File: src/rtl/prog_sequence_counter.sv
// Programmable sequence counter: steps an index through a writable table and outputs the entry it lands on.
// Latency: 1 cycle from en or start sampled high to the new index/counter value; wrap, done and busy are registered.
// No backpressure: a step happens on every enabled cycle in RUN; start always wins over en.
//
// Ports:
//   clk, rst                  : clock, asynchronous active-high reset
//   start                     : begin a new pass at index 0 (forward) or len_m1 (reverse)
//   en, dir, oneshot          : step enable, direction (1 = reverse), stop-at-end mode
//   len_m1                    : last active table index
//   wr_en, wr_addr, wr_data   : table write port, usable in every state
//   counter, index            : registered current table value and table index
//   wrap                      : one-cycle pulse on a wrapping end-of-pass step
//   done, busy                : state flags for DONE and RUN
module prog_sequence_counter #(
    parameter int WIDTH = 4,
    parameter int DEPTH = 8,
    parameter int STEP  = 3,
    localparam int AW   = $clog2(DEPTH)
) (
    input  logic             clk,
    input  logic             rst,
    input  logic             start,
    input  logic             en,
    input  logic             dir,
    input  logic             oneshot,
    input  logic [AW-1:0]    len_m1,
    input  logic             wr_en,
    input  logic [AW-1:0]    wr_addr,
    input  logic [WIDTH-1:0] wr_data,
    output logic [WIDTH-1:0] counter,
    output logic [AW-1:0]    index,
    output logic             wrap,
    output logic             done,
    output logic             busy
);

    typedef enum logic [1:0] {
        IDLE = 2'd0,
        RUN  = 2'd1,
        DONE = 2'd2
    } state_t;

    state_t             state_q, state_d;
    logic [WIDTH-1:0]   table_q [DEPTH];
    logic [WIDTH-1:0]   counter_q, counter_d;
    logic [AW-1:0]      index_q, index_d;
    logic               wrap_q, wrap_d;
    logic               done_q, done_d;
    logic               busy_q, busy_d;
    logic               load;

    // Next-state logic. counter reloads only when the index is (re)targeted,
    // so a table write to the current entry stays invisible until revisited.
    always_comb begin
        state_d = state_q;
        index_d = index_q;
        wrap_d  = 1'b0;
        load    = 1'b0;

        if (start) begin
            index_d = dir ? len_m1 : '0;
            load    = 1'b1;
            state_d = RUN;
        end else if (state_q == RUN && en) begin
            // Forward end test uses >= so shrinking len_m1 below the current
            // index terminates the pass on the next step.
            if (!dir && index_q < len_m1) begin
                index_d = index_q + 1'b1;
                load    = 1'b1;
            end else if (dir && index_q != '0) begin
                index_d = index_q - 1'b1;
                load    = 1'b1;
            end else if (oneshot) begin
                state_d = DONE;
            end else begin
                index_d = dir ? len_m1 : '0;
                load    = 1'b1;
                wrap_d  = 1'b1;
            end
        end

        // Table read uses the pre-edge contents, so a same-cycle write to the
        // target entry is not seen by this load.
        counter_d = load ? table_q[index_d] : counter_q;
        done_d    = (state_d == DONE);
        busy_d    = (state_d == RUN);
    end

    always_ff @(posedge clk or posedge rst) begin
        if (rst) begin
            state_q   <= IDLE;
            counter_q <= '0;
            index_q   <= '0;
            wrap_q    <= 1'b0;
            done_q    <= 1'b0;
            busy_q    <= 1'b0;
            for (int i = 0; i < DEPTH; i++) begin
                table_q[i] <= WIDTH'(i * STEP);
            end
        end else begin
            state_q   <= state_d;
            counter_q <= counter_d;
            index_q   <= index_d;
            wrap_q    <= wrap_d;
            done_q    <= done_d;
            busy_q    <= busy_d;
            if (wr_en) begin
                table_q[wr_addr] <= wr_data;
            end
        end
    end

    assign counter = counter_q;
    assign index   = index_q;
    assign wrap    = wrap_q;
    assign done    = done_q;
    assign busy    = busy_q;

endmodule
File: config.mk
export PLATFORM = sky130hd
export DESIGN_NAME = prog_sequence_counter
export DESIGN_NICKNAME = d
export VERILOG_FILES = /design/src/rtl/prog_sequence_counter.sv
export SDC_FILE = /design/constraint.sdc
export NUM_CORES = 1
export LEC_CHECK = 0
export ABC_CLOCK_PERIOD_IN_PS = 2850
export CAP_MARGIN = 5
export CORE_UTILIZATION = 50
export CTS_BUF_LIST = sky130_fd_sc_hd__clkbuf_8
export CTS_CLUSTER_DIAMETER = 100
export DETAILED_ROUTE_END_ITERATION = 12
export HOLD_SLACK_MARGIN = 0.15
export PLACE_DENSITY_LB_ADDON = 0.12
export SLEW_MARGIN = 20
export SYNTH_ARGS = -nofsm -noshare
export SYNTH_HDL_FRONTEND = slang
export SYNTH_SLANG_ARGS = --single-unit
File: constraint.sdc
create_clock -name clk -period 2.85 [get_ports clk]
set_clock_uncertainty 0.15 [all_clocks]
set_input_delay 0.57 -clock clk [delete_from_list [all_inputs] [get_ports clk]]
set_output_delay 0.57 -clock clk [all_outputs]
set_load 0.005 [all_outputs]
==> results of run 1 <==
==> cell families after synthesis <==
logic type / after synthesis / synth area share, %
buffers and inverters: 13 / 3.48
AND/OR/NAND/NOR: 45 / 10.7
AO/OA/AOI/OAI: 27 / 9.68
adder cells (fa/ha/maj): 5 / 2.72
multiplexers: 53 / 24.8
flip-flops: 44 / 48.6
==> cell usage after synthesis, drive strengths merged, types with 2 or more instances <==
| cell | instances |
|---|---|
| o21ai | 2 |
| nor2b | 2 |
| dfstp | 15 |
| nand2 | 12 |
| o211a | 5 |
| ha | 5 |
| nand2b | 5 |
| nand4b | 3 |
| dfrtp | 29 |
| nor3 | 6 |
| nor2 | 10 |
| nor3b | 3 |
| a21oi | 8 |
| buf | 3 |
| mux2 | 33 |
| inv | 10 |
| mux2i | 20 |
==> layout make-up <==
type / count / area [µm²] / area share, %
multi-input cells: 131 / 1180 / 40.3
flip-flops and latches: 44 / 1120 / 38.2
repair buffers: 44 / 404 / 13.8
clock buffers: 6 / 82.6 / 2.82
well taps: 52 / 65.1 / 2.22
clock inverters: 2 / 38.8 / 1.32
inverters: 10 / 37.5 / 1.28
==> power breakdown <==
group          internal [mW]  total (mW)  switching [mW]
combinational          0.366       0.659           0.293
sequential             0.800       0.890          0.0905
clock                  0.287       0.510           0.224
==> placed cells by master, fill, tap and decap left out, types with 4 or more instances in the layout <==
| cell | Yosys | final |
|---|---|---|
| a21oi_1 | 8 | 7 |
| buf_4 | 0 | 16 |
| clkbuf_8 | 0 | 6 |
| clkdlybuf4s50_1 | 0 | 24 |
| dfrtp_1 | 29 | 29 |
| dfstp_2 | 15 | 15 |
| inv_1 | 9 | 7 |
| mux2_1 | 16 | 15 |
| mux2_2 | 17 | 17 |
| mux2i_1 | 20 | 19 |
| nand2_1 | 12 | 12 |
| nand2b_1 | 4 | 4 |
| nor2_1 | 9 | 9 |
| nor3_1 | 6 | 6 |
| o211a_1 | 4 | 4 |
==> through the flow <==
step,instance area (µm²),worst slack (ns),hold slack (ns)
floorplan,2300,0.200,0.307
global placement,2710,-0.294,0.318
detailed placement,2710,-0.388,0.324
CTS,2870,0.0108,0.343
global route,2930,0.0844,0.359
finish,2930,0.215,0.344
==> per-layer routing <==
layer	up-vias	part of all wire, %	global-route usage, %
met5	-	0	0
met4	0	1.4	6.22
met3	7	3.0	5.34
met2	33	49	32.9
met1	805	47	30.1
li1	779	-	-
==> state kept, by name (all words and copies together) (netlist names) <==
signal	count
busy	1
counter	4
done	1
index	3
state_q	2
table_q	32
wrap	1
==> worst max path at each step <==
stage,startpoint,to,slack [ns],cells after the start
finish,dir,counter[3],0.22,9
global route,index[0],counter[3],0.08,10
CTS,len_m1[1],counter[3],0.01,11
detailed placement,len_m1[2],counter[3],-0.39,11
global placement,len_m1[2],counter[2],-0.29,11
floorplan,len_m1[2],counter[0],0.20,10
==> repair_timing <==
| item | in CTS | in global routing |
|---|---|---|
| setup endpoints to repair | 4 | 4 |
| gates cloned | 0 | 1 |
| gates resized for setup | 8 | 10 |
| pin swaps | 3 | 4 |
| buffers inserted | 1 | 1 |
==> results.json, run 1 <==
{
  "synth_edf_count": 0,
  "syn_area_per_cell_um2": 12.3,
  "gr-usage-all-layers_pct": 21.4,
  "min_path_cells": 1,
  "holdCritStartpoint": "table_q[20]",
  "chipHeight_um": 69.9,
  "netlist-cell-type-count": 40,
  "synthCells": 187,
  "crit_family": "buffers and inverters",
  "cap_viol_max_count": 0,
  "maxSlewViolCount": 0,
  "clock_tree.buffer_depth": 2,
  "synth_top_area_share_pct": 31.5,
  "first_pass_iters": 4,
  "initial_utilization_pct": 52.5,
  "final.setup.tns_ns": 0,
  "layout-drive-gt1-share_pct": 31.6,
  "grt_max_degree": 45,
  "p_leak_nw": 1.32,
  "io-pin-count": 27,
  "async_flop_share_pct": 100,
  "dp_cells": 278,
  "critPathBufInv": 3,
  "io_buffers": 26,
  "synth_area_mm2": 0.00230,
  "crit_path_start_kind": "input pin",
  "finalWorstPathRequiredPeriod_ns": 2.63,
  "path_cells": "clkdlybuf4s50_1, buf_4, nand2_1, a31o_1, a221o_1, buf_6, mux2i_2, a21oi_2, o211a_1",
  "die_width_um": 69.9,
  "setup_viol": 0,
  "cts-buffers-inserted": 5,
  "clk_pin_slew_ns": 0.08,
  "worstSetupPathType": "in2reg",
  "stdcell_count": 289,
  "ys_ff_latch": 44,
  "h-tree-depth": 2,
  "wl_per_cell_um": 17.1,
  "rsz0062_at_grt": "no",
  "fin_crit_sh_pct": 92.5,
  "dieArea_mm2": 0.00488,
  "clkLatencyLatePin_ns": 0.30,
  "grt_pass1_wl_mm": 8.04,
  "final_nets": 258,
  "fillers": 319,
  "drtIter0Drc": 109,
  "slowest_delay_ns": 0.56,
  "reg2reg_from": "index[2]",
  "rr_worst_depth": 9,
  "end_kind": "register",
  "rows": 24,
  "holdPathEnd": "table_q[20]",
  "slew_headroom_pct": 55.9,
  "post-route-util_pct": 66.8,
  "critPathMaxFanout": 7,
  "yosys.area.top_type": "dfrtp_1",
  "tritoncts": "yes",
  "antenna_left": 0,
  "power_density_mw_per_mm2": 703,
  "vias": 1624,
  "r2r_slack_ns": 0.23,
  "syn_to_final_growth_pct": 27.2,
  "hold_class": "reg2reg",
  "antenna_found_initial": 0,
  "cts_root_buf": "clkbuf_8",
  "synthFlopType": "dfrtp_1",
  "critPathSlowestCell": "clkdlybuf4s50_1",
  "wl_mm": 4.95,
  "grt_pass1_vias": 1638,
  "yosysWarnings": 0,
  "worst_pin_slew_ns": 0.657,
  "synth.yosys.seq_area_share_pct": 48.6,
  "dp_hpwl_mm": 3.52,
  "drc": 0,
  "core_mm2": 0.00438,
  "synthTopCellsByArea": "dfrtp_1 (32%), dfstp_2 (17%), mux2i_1 (8.7%)",
  "clock-sinks": 44,
  "final_hold_viol_count": 0,
  "grt_overflow": 0,
  "gp_congestion": 0.930,
  "max_freq_mhz": 380,
  "worst_r2r_endpoint": "counter[2]",
  "antenna_cells": 0,
  "vias_per_cell": 5.62,
  "syn_nets": 209,
  "worstPathArrival_ns": 2.68,
  "vdd_ir_drop_max_mv": 0.440,
  "postCtsHoldBufs": 0,
  "power_mw": 2.06,
  "cp.required_ns": 2.89,
  "status": "complete, no violations"
}
Power figures use the tool's default switching activity.
==> run 2: changes to the inputs <==
- CORE_UTILIZATION: 50 -> 35
- SKIP_CTS_REPAIR_TIMING: default -> 1
==> run 2 against run 1 <==
Compared with the run above: flip-flop and latch count unchanged; non-clock buffer count increased by 8; clock-buffer cell count down 1; utilization is 19 points lower; clock power fell by 26%; largest power group unchanged; sequential power is 0.6% lower; via count rose by 2.0%; combinational power up 8.5%.
==> results.json, run 2 (synthesis results as in run 1) <==
{
  "top_register": "table_q",
  "switching_share_pct": 30.7,
  "rows": 29,
  "holdCritStartpoint": "table_q[12]",
  "rsz0062_at_grt": "no",
  "die_width_um": 83.1,
  "grt_max_degree": 45,
  "status": "complete, no violations",
  "worstSetupStartpoint": "dir",
  "p_int_mw": 1.37,
  "wl_mm": 5.20,
  "dp_cells": 309,
  "dieArea_mm2": 0.00691,
  "vias_per_cell": 5.14,
  "clock_tree.buffer_depth": 2,
  "syn_to_final_growth_pct": 30.9,
  "p_leak_nw": 1.35,
  "drtIter0Drc": 48,
  "hold_class": "reg2reg",
  "final_nets": 266,
  "holdWs_ns": 0.344,
  "clock-sinks": 44,
  "end_kind": "register",
  "antenna_left": 0,
  "p_switching_uw": 606,
  "final_common_cell": "dfrtp_1",
  "setup_viol": 0,
  "power_density_mw_per_mm2": 656,
  "clkLatencyLatePin_ns": 0.30,
  "chipHeight_um": 83.1,
  "wl_met3_um": 138,
  "cp.required_ns": 2.88,
  "vdd_ir_drop_max_mv": 0.307,
  "max_freq_mhz": 373,
  "min_path_cells": 1,
  "worst_slack_ns": 0.168,
  "dp_hpwl_mm": 3.72,
  "drc": 0,
  "io-pin-count": 27,
  "dp_slack_ns": -0.416,
  "fin_crit_sh_pct": 94.1,
  "critPathMaxFanout": 6,
  "cap_viol_max_count": 0,
  "grt_overflow": 0,
  "worst_pin_slew_ns": 0.565,
  "crit_path_start_kind": "input pin",
  "gp_congestion": 0.790,
  "finalWorstPathRequiredPeriod_ns": 2.68,
  "stdcell_count": 322,
  "gr-usage-all-layers_pct": 15.0,
  "layout_common_cells": "dfrtp_1 (29), clkdlybuf4s50_1 (24), buf_4 (24)",
  "wl_per_cell_um": 16.2,
  "rr_worst_depth": 10,
  "clk_pin_slew_ns": 0.08,
  "met1Wirelength_mm": 2.45,
  "final_hold_viol_count": 0,
  "vias": 1656,
  "core_mm2": 0.00635,
  "routed.top_layer": "met4",
  "grt_pass1_wl_mm": 8.24,
  "first_pass_iters": 4,
  "power.share.clock_pct": 19.1,
  "post-route-util_pct": 47.5,
  "reg2reg_from": "index[1]",
  "worstSetupPathType": "in2reg",
  "antenna_found_initial": 0,
  "io_buffers": 26,
  "slew_headroom_pct": 62.3,
  "dr_wl_met2_mm": 2.58,
  "grt_pass1_vias": 1713,
  "layout-drive-gt1-share_pct": 34.3,
  "tritoncts": "yes",
  "largest_register_ffs": 32,
  "initial_utilization_pct": 36.3,
  "power_mw": 1.98,
  "comb_power_share_pct": 36.1,
  "cts-buffers-inserted": 5,
  "antenna_cells": 0,
  "h-tree-depth": 2,
  "worstPathArrival_ns": 2.71,
  "seqPwrFrac_pct": 44.8,
  "cts_root_buf": "clkbuf_8",
  "maxSlewViolCount": 0
}
run 2: path summary, 6_finish.rpt:
path                               endpoint  slack [ns]
min in group asynchronous              busy        0.55
worst max-delay path             counter[2]        0.17
max in group asynchronous        table_q[0]        1.58
worst min register to register  table_q[12]        0.34
worst max register to register   counter[2]        0.23
worst min-delay path            table_q[12]        0.34
run 2: power by group through the flow:
| stage | combinational (mW) | clock (mW) | sequential (mW) |
|---|---|---|---|
| 6_report | 0.715 | 0.378 | 0.885 |
| 5_1_grt | 0.778 | 0.418 | 0.902 |
| 4_1_cts | 0.647 | 0.396 | 0.878 |
| 3_5_place_dp | 0.644 | 0 | 0.891 |
| 3_3_place_gp | 0.624 | 0 | 0.886 |
| 2_1_floorplan | 0.395 | 0 | 0.874 |
run 2: stage by stage:
stage | cell area [µm²] | TNS [ns]
final | 3010 | 0
after global routing | 3010 | 0
after CTS | 2880 | -0.383
after detailed placement | 2790 | -1.76
after global placement | 2790 | -1.44
after floorplan | 2300 | 0
run 2: cell type report:
cell class / count / area [µm²]
Fill cell: 592 / 3340
Multi-Input combinational cell: 131 / 1180
Sequential cell: 44 / 1120
Timing Repair Buffer: 52 / 490
Tap cell: 77 / 96.3
Clock buffer: 5 / 68.8
Inverter: 10 / 37.5
Clock inverter: 3 / 16.3
run 2: layer usage:
metal | vias to the layer above | GRT usage [%]
li1 | 793 | -
met3 | 4 | 3.08
met1 | 831 | 18.3
met4 | 0 | 3.29
met5 | - | 0
met2 | 28 | 27.0
run 2: worst max-delay path: stages:
cell and delay (ns):
clkdlybuf4s50_1 0.59, buf_4 0.17, nand2_1 0.13, a31o_1 0.27, a221o_1 0.41, clkbuf_16 0.20
mux2i_2 0.18, nand2_1 0.07, o211a_1 0.12
